<file path="src/rtl/uart_tx_arbiter_if.sv">
// Requester and uart_tx register-port signals between the arbiter (master) and its neighbours (slave).
// Handshake: a byte moves when req_valid[i] and req_ready[i] are both 1 in the same cycle.
// req_data/req_last stay stable while req_valid is 1, and req_ready is a one-cycle pulse.
interface uart_tx_arbiter_if;
  logic [1:0] req_valid;
  logic [7:0] req_data0;
  logic [7:0] req_data1;
  logic [1:0] req_last;
  logic [1:0] req_ready;
  logic [1:0] grant;
  logic       init_done;
  logic       cfg_err;
  logic       bus_wren;
  logic       bus_rden;
  logic [2:0] bus_addr;
  logic [7:0] bus_din;
  logic [7:0] bus_dout;

  modport master (
    input  req_valid, req_data0, req_data1, req_last, bus_dout,
    output req_ready, grant, init_done, cfg_err,
           bus_wren, bus_rden, bus_addr, bus_din
  );

  modport slave (
    output req_valid, req_data0, req_data1, req_last, bus_dout,
    input  req_ready, grant, init_done, cfg_err,
           bus_wren, bus_rden, bus_addr, bus_din
  );
endinterface

</file>
<file path="src/rtl/uart_tx_arbiter.sv">
// Programs and verifies the uart_tx baud PERIOD, then shares the transmitter between two
// byte-stream requesters, round-robin per packet, polling TXFULL before every data write.
module uart_tx_arbiter #(
  parameter logic [7:0] PERIOD = 8'h0C
) (
  input  logic              clk,
  input  logic              reset,
  uart_tx_arbiter_if.master bus,
  output logic [2:0]        state_dbg
);

  typedef enum logic [2:0] {
    INIT_WR  = 3'd0,
    INIT_RD  = 3'd1,
    INIT_CHK = 3'd2,
    IDLE     = 3'd3,
    POLL     = 3'd4,
    POLL_CHK = 3'd5,
    WRITE    = 3'd6
  } state_t;

  state_t     state, state_nxt;
  logic       run;
  logic       prio, prio_nxt;
  logic [1:0] grant_nxt;
  logic       g_valid, g_last;
  logic [7:0] g_data;
  logic       wren_d, rden_d;
  logic [2:0] addr_d;
  logic [7:0] din_d;
  logic [1:0] ready_d;

  assign state_dbg = state;
  assign g_valid   = bus.grant[1] ? bus.req_valid[1] : bus.req_valid[0];
  assign g_last    = bus.grant[1] ? bus.req_last[1]  : bus.req_last[0];
  assign g_data    = bus.grant[1] ? bus.req_data1    : bus.req_data0;

  // run holds the machine in INIT_WR for the first cycle after reset so its strobes get presented.
  always_ff @(posedge clk) begin
    if (reset) begin
      state     <= INIT_WR;
      run       <= 1'b0;
      prio      <= 1'b0;
      bus.grant <= 2'b00;
    end else begin
      state     <= state_nxt;
      run       <= 1'b1;
      prio      <= prio_nxt;
      bus.grant <= grant_nxt;
    end
  end

  always_comb begin
    state_nxt = state;
    grant_nxt = bus.grant;
    prio_nxt  = prio;
    if (!run) begin
      state_nxt = INIT_WR;
    end else begin
      case (state)
        INIT_WR:  state_nxt = INIT_RD;
        INIT_RD:  state_nxt = INIT_CHK;
        INIT_CHK: state_nxt = IDLE;
        IDLE: begin
          case (bus.req_valid)
            2'b01: begin grant_nxt = 2'b01; state_nxt = POLL; end
            2'b10: begin grant_nxt = 2'b10; state_nxt = POLL; end
            2'b11: begin grant_nxt = prio ? 2'b10 : 2'b01; state_nxt = POLL; end
            default: state_nxt = IDLE;
          endcase
        end
        POLL:     state_nxt = POLL_CHK;
        // A full FIFO or a mid-packet gap both go back to polling with the grant kept.
        POLL_CHK: state_nxt = (!bus.bus_dout[0] && g_valid) ? WRITE : POLL;
        WRITE: begin
          if (g_last) begin
            state_nxt = IDLE;
            grant_nxt = 2'b00;
            prio_nxt  = bus.grant[0];
          end else begin
            state_nxt = POLL;
          end
        end
        default: state_nxt = INIT_WR;
      endcase
    end
  end

  // Strobes are decoded from the upcoming state so they line up with it once registered.
  always_comb begin
    wren_d  = 1'b0;
    rden_d  = 1'b0;
    addr_d  = 3'd0;
    din_d   = 8'h00;
    ready_d = 2'b00;
    case (state_nxt)
      INIT_WR:  begin wren_d = 1'b1; din_d = PERIOD; end
      INIT_RD,
      INIT_CHK: rden_d = 1'b1;
      POLL,
      POLL_CHK: begin rden_d = 1'b1; addr_d = 3'd3; end
      WRITE: begin
        wren_d  = 1'b1;
        addr_d  = 3'd1;
        din_d   = g_data;
        ready_d = grant_nxt;
      end
      default: ;
    endcase
  end

  always_ff @(posedge clk) begin
    if (reset) begin
      bus.bus_wren  <= 1'b0;
      bus.bus_rden  <= 1'b0;
      bus.bus_addr  <= 3'd0;
      bus.bus_din   <= 8'h00;
      bus.req_ready <= 2'b00;
      bus.init_done <= 1'b0;
      bus.cfg_err   <= 1'b0;
    end else begin
      bus.bus_wren  <= wren_d;
      bus.bus_rden  <= rden_d;
      bus.bus_addr  <= addr_d;
      bus.bus_din   <= din_d;
      bus.req_ready <= ready_d;
      if (run && state == INIT_CHK) begin
        bus.init_done <= 1'b1;
        if (bus.bus_dout != PERIOD) bus.cfg_err <= 1'b1;
      end
    end
  end

endmodule
</file>
<file path="src/flat_wrapper.sv">
// flat-port wrapper written by rule: the top's interface ports become plain ports
module uart_tx_arbiter_flat 
#(
  parameter logic [7:0] PERIOD = 8'h0C
)
  (clk, reset, state_dbg, bus_req_valid, bus_req_data0, bus_req_data1, bus_req_last, bus_bus_dout, bus_req_ready, bus_grant, bus_init_done, bus_cfg_err, bus_bus_wren, bus_bus_rden, bus_bus_addr, bus_bus_din);
  uart_tx_arbiter_if bus_i ();
  input  logic clk;
  input  logic reset;
  output logic [2:0] state_dbg;
  input wire logic [$bits(bus_i.req_valid)-1:0] bus_req_valid;
  input wire logic [$bits(bus_i.req_data0)-1:0] bus_req_data0;
  input wire logic [$bits(bus_i.req_data1)-1:0] bus_req_data1;
  input wire logic [$bits(bus_i.req_last)-1:0] bus_req_last;
  input wire logic [$bits(bus_i.bus_dout)-1:0] bus_bus_dout;
  output wire logic [$bits(bus_i.req_ready)-1:0] bus_req_ready;
  output wire logic [$bits(bus_i.grant)-1:0] bus_grant;
  output wire logic [$bits(bus_i.init_done)-1:0] bus_init_done;
  output wire logic [$bits(bus_i.cfg_err)-1:0] bus_cfg_err;
  output wire logic [$bits(bus_i.bus_wren)-1:0] bus_bus_wren;
  output wire logic [$bits(bus_i.bus_rden)-1:0] bus_bus_rden;
  output wire logic [$bits(bus_i.bus_addr)-1:0] bus_bus_addr;
  output wire logic [$bits(bus_i.bus_din)-1:0] bus_bus_din;
  assign bus_i.req_valid = bus_req_valid;
  assign bus_i.req_data0 = bus_req_data0;
  assign bus_i.req_data1 = bus_req_data1;
  assign bus_i.req_last = bus_req_last;
  assign bus_i.bus_dout = bus_bus_dout;
  assign bus_req_ready = bus_i.req_ready;
  assign bus_grant = bus_i.grant;
  assign bus_init_done = bus_i.init_done;
  assign bus_cfg_err = bus_i.cfg_err;
  assign bus_bus_wren = bus_i.bus_wren;
  assign bus_bus_rden = bus_i.bus_rden;
  assign bus_bus_addr = bus_i.bus_addr;
  assign bus_bus_din = bus_i.bus_din;
  uart_tx_arbiter #(.PERIOD(PERIOD)) u_core (.clk(clk), .reset(reset), .bus(bus_i), .state_dbg(state_dbg));
endmodule
</file>
<file path="config.mk">
export PLATFORM = sky130hd
export DESIGN_NAME = uart_tx_arbiter_flat
export DESIGN_NICKNAME = d
export VERILOG_FILES = /design/src/rtl/uart_tx_arbiter_if.sv /design/src/rtl/uart_tx_arbiter.sv /design/src/flat_wrapper.sv
export SDC_FILE = /design/constraint.sdc
export NUM_CORES = 1
export LEC_CHECK = 0
export CAP_MARGIN = 0
export CORE_MARGIN = 2
export CORE_UTILIZATION = 38
export CTS_CLUSTER_DIAMETER = 30
export DETAILED_ROUTE_END_ITERATION = 10
export PLACE_DENSITY_LB_ADDON = 0.15
export SETUP_SLACK_MARGIN = 0.2
export SLEW_MARGIN = 15
export SYNTH_ARGS = -nofsm -noshare
export SYNTH_HDL_FRONTEND = slang
export SYNTH_SLANG_ARGS = --single-unit
</file>
<file path="constraint.sdc">
create_clock -name clk -period 2.2 [get_ports clk]
set_clock_uncertainty 0.05 [all_clocks]
set_input_delay 0.22 -clock clk [delete_from_list [all_inputs] [get_ports clk]]
set_output_delay 0.22 -clock clk [all_outputs]
set_load 0.01 [all_outputs]
</file>
==> out/results.txt <==
number of antenna diodes = 0
dominant cells by area after synthesis = dfxtp_1, mux2i_1, nor2_1, nand2b_1, mux2_2
arrival time at the worst endpoint = 2000 ps
mean instance size in the synthesized netlist = 9.066 um^2
capture point of the worst reg-to-reg path = u_core.bus.bus_din[5]$_SDFF_PP0_
number of levels the H-tree was split into = 1
post-synthesis cell type count = 35
total clock buffers created by CTS = 3
clock latency at the later pin of the worst-skew pair = 310 ps
die width = 55.23 um
minimum clock period after layout = 1796 ps
via density per instance = 4.896
async set-or-reset flop fraction in the synthesized netlist = 0
post-synthesis instance area = 997.2 um^2
largest net degree at the start of global routing = 14
depth of the worst register-to-register path = 4
Wirelength per Cell = 12.34 um
clk root buf = clkbuf_4
total of warnings raised by yosys = 0
power per cell area = 473.2 nW/um^2
total negative slack = 0 ps
count of standard-cell rows = 18
gr usage total = 0.1591
max-cap violations = 0
endpoint with the worst hold slack = u_core.bus.cfg_err$_SDFFE_PP0P_
maximum fanout encountered on the critical timing path = 9
fraction of layout cells with a size suffix above 1 = 0.09816
Setup violations, final = 0
count of pins over their slew limit = 0
largest voltage drop on the vdd net = 422.9 uV
floorplan core area = 2477 um^2
clock tree from TritonCTS = yes
number of enable-type register cells in the synthesized netlist = 0
initial core utilization = 0.4025
Die ar. = 3050 um^2
routability congestion estimate from global placement = 0.8038
register-to-register setup slack = 400 ps
total nets after synthesis = 140
Total Routed Length = 2382 um
RSZ-0062 raised after global routing = false
final worst-path setup slack = 404.4 ps
number of synthesized register bits = 23
hold path startpoint = u_core.bus.cfg_err$_SDFFE_PP0P_
period utilisation layout = 0.8162
status = finished clean
clock slew seen by the registers of the worst setup and hold paths = 130 ps
Final nets = 194
nature of the critical path startpoint = flip-flop
worst hold path type = flip-flop to flip-flop
initial antenna violation count = 0
io pins = 52
final HPWL from detailed placement = 1918 um
worst setup slack before clock tree synthesis = 4.309 ps
slowest stage cell on the critical path = or4_4
source of the worst register-to-register timing path = u_core.bus.grant[1]$_SDFF_PP0_
maximum buffer depth of the clock tree = 2
Vert. Die Dim = 55.23 um
sequential fraction of the synthesis area = 0.4617
top achievable clock speed = 556.9 MHz
number of design-rule violations left by the first detailed-router iteration = 12
top cell types by occurrence after synthesis = dfxtp_1, nor2_1, mux2i_1
overall power consumption = 747.8 uW
clock sink total = 23
number of global-route vias before repair = 944
primary flip-flop cell chosen by synthesis mapping = dfxtp_1
number of nets still failing antenna checks after routing = 0
most frequently used cell type in the post-synthesis netlist = dfxtp_1
GRT overflow = 0
I/O Buffers = 50
critical path class = flip-flop to flip-flop
number of detailed-route iterations in the first pass = 4
area overhead of the layout relative to synthesis = 58.47%
detailed-route DRC error count = 0
WHS Path Cells = 2
Critical Path Sink Type = flip-flop
Hold Worst Slack = 448.8 ps
cell accounting for the most synthesized area = dfxtp_1
Final Hold Viols = 0
global-route wire length before repair = 3960 um
delay contributed by the slowest stage of the critical path = 560 ps
number of vias in the routed layout = 945
cells after synthesis = 110
required time of the critical path = 2410 ps
portion of synthesized cell area occupied by the leading cell type = 0.4617
list of cells traversed by the critical path = mux2_4 > o221a_1 > or4_4 > nor2_1
Leakage = 0.0005785 uW
[layout by cell type (no fill, tap or decap)]
master / synthesis / final
or4_4: 0 / 1
mux2_4: 1 / 1
clkbuf_4: 0 / 3
inv_1: 2 / 2
clkdlybuf4s50_1: 0 / 50
clkinv_2: 0 / 1
a21o_1: 4 / 4
buf_4: 1 / 6
nand2_1: 3 / 3
mux2_2: 3 / 3
a21oi_1: 4 / 4
dfxtp_1: 23 / 22
o221a_1: 1 / 1
a2111oi_0: 1 / 1
o32ai_1: 1 / 1
nand3_1: 3 / 3
o21ai_0: 2 / 2
o211ai_1: 1 / 1
mux2i_1: 8 / 8
conb_1: 1 / 1
o21a_1: 2 / 2
a32oi_1: 1 / 1
nand3b_1: 1 / 1
a2bb2oi_1: 1 / 1
nor2b_1: 1 / 1
nor3_1: 5 / 5
a21boi_0: 1 / 1
nand2b_1: 6 / 6
and2_1: 2 / 2
dfxtp_2: 0 / 1
nor2_1: 19 / 19
a211oi_1: 1 / 1
nor4_1: 1 / 1
nor3b_1: 1 / 1
nand4_1: 1 / 1
a31oi_1: 1 / 1
[routing by layer]
metal	vias to the layer above	share of wire	GRT usage
met5	-	0	0
met4	0	0.0080	0.04181
met3	2	0.049	0.03981
met2	28	0.49	0.2874
met1	424	0.45	0.1854
li1	491	-	-
[worst max-delay path by stage]
stage                     slack [ps]  cells past startpoint                            endpoint                      startpoint
after floorplan                  330                      5  u_core.bus.req_ready[0]$_SDFF_PP0_  u_core.bus.grant[1]$_SDFF_PP0_
after global placement            60                      5    u_core.bus.bus_din[0]$_SDFF_PP0_                 bus_req_last[1]
after detailed placement           4                      5    u_core.bus.bus_din[5]$_SDFF_PP0_                 bus_req_last[1]
after CTS                        260                      4    u_core.bus.bus_din[5]$_SDFF_PP0_  u_core.bus.grant[1]$_SDFF_PP0_
after global routing             320                      4    u_core.bus.bus_din[4]$_SDFF_PP0_  u_core.bus.grant[1]$_SDFF_PP0_
final                            400                      4    u_core.bus.bus_din[5]$_SDFF_PP0_  u_core.bus.grant[1]$_SDFF_PP0_
[critical path: cells and delay by family, from the launching register on]
kind,cells,cell delay [ps]
flip-flops,1,380
AND/OR/NAND/NOR,2,690
AO/OA/AOI/OAI,1,310
multiplexers,1,320
[through the flow]
step,cells,area [um^2],util
after CTS,193,1575,0.6359
after global routing,193,1580,0.6379
after floorplan,110,997.2,-
after global placement,189,1548,0.6247
final,193,1580,0.6379
after detailed placement,189,1548,0.6247
[registers in the layout, indices dropped and copies added, names as in the netlist]
register and cells:
u_core.bus.bus_addr 2, u_core.bus.bus_din 8, u_core.bus.bus_rden 1, u_core.bus.bus_wren 1
u_core.bus.cfg_err 1, u_core.bus.grant 2, u_core.bus.init_done 1, u_core.bus.req_ready 2
u_core.prio 1, u_core.run 1, u_core.state_dbg 3
[power by group]
group | internal (uW) | switching, uW
clock network | 67.9 | 125
logic | 80.2 | 42.2
registers | 425 | 7.29
[what timing repair did]
item / 4_1_cts / 5_1_grt
hold buffers: 0 / 0
buffers inserted: 0 / 0
endpoints found under the setup margin: 0 / 9
resized for setup: 0 / 2
[layout make-up]
cell class | count | area, um^2
clock inverters | 1 | 5.005
clock buffers | 3 | 22.52
repair buffers | 56 | 545.5
inverters | 2 | 7.507
flip-flops and latches | 23 | 461.7
multi-input cells | 78 | 500.5
well taps | 30 | 37.54
fillers | 217 | 897.1
[kinds of logic (layout without fill, tap and decap cells)]
kind of cell / Yosys count / after routing / synth area share
simple gates: 44 / 44 / 0.2146
flops: 23 / 23 / 0.4617
compound gates: 21 / 21 / 0.1506
mux: 12 / 12 / 0.1292
buf+inv: 9 / 62 / 0.04015
other cells: 1 / 1 / 0.003761
Note: power is estimated with default switching activity, not from simulation.
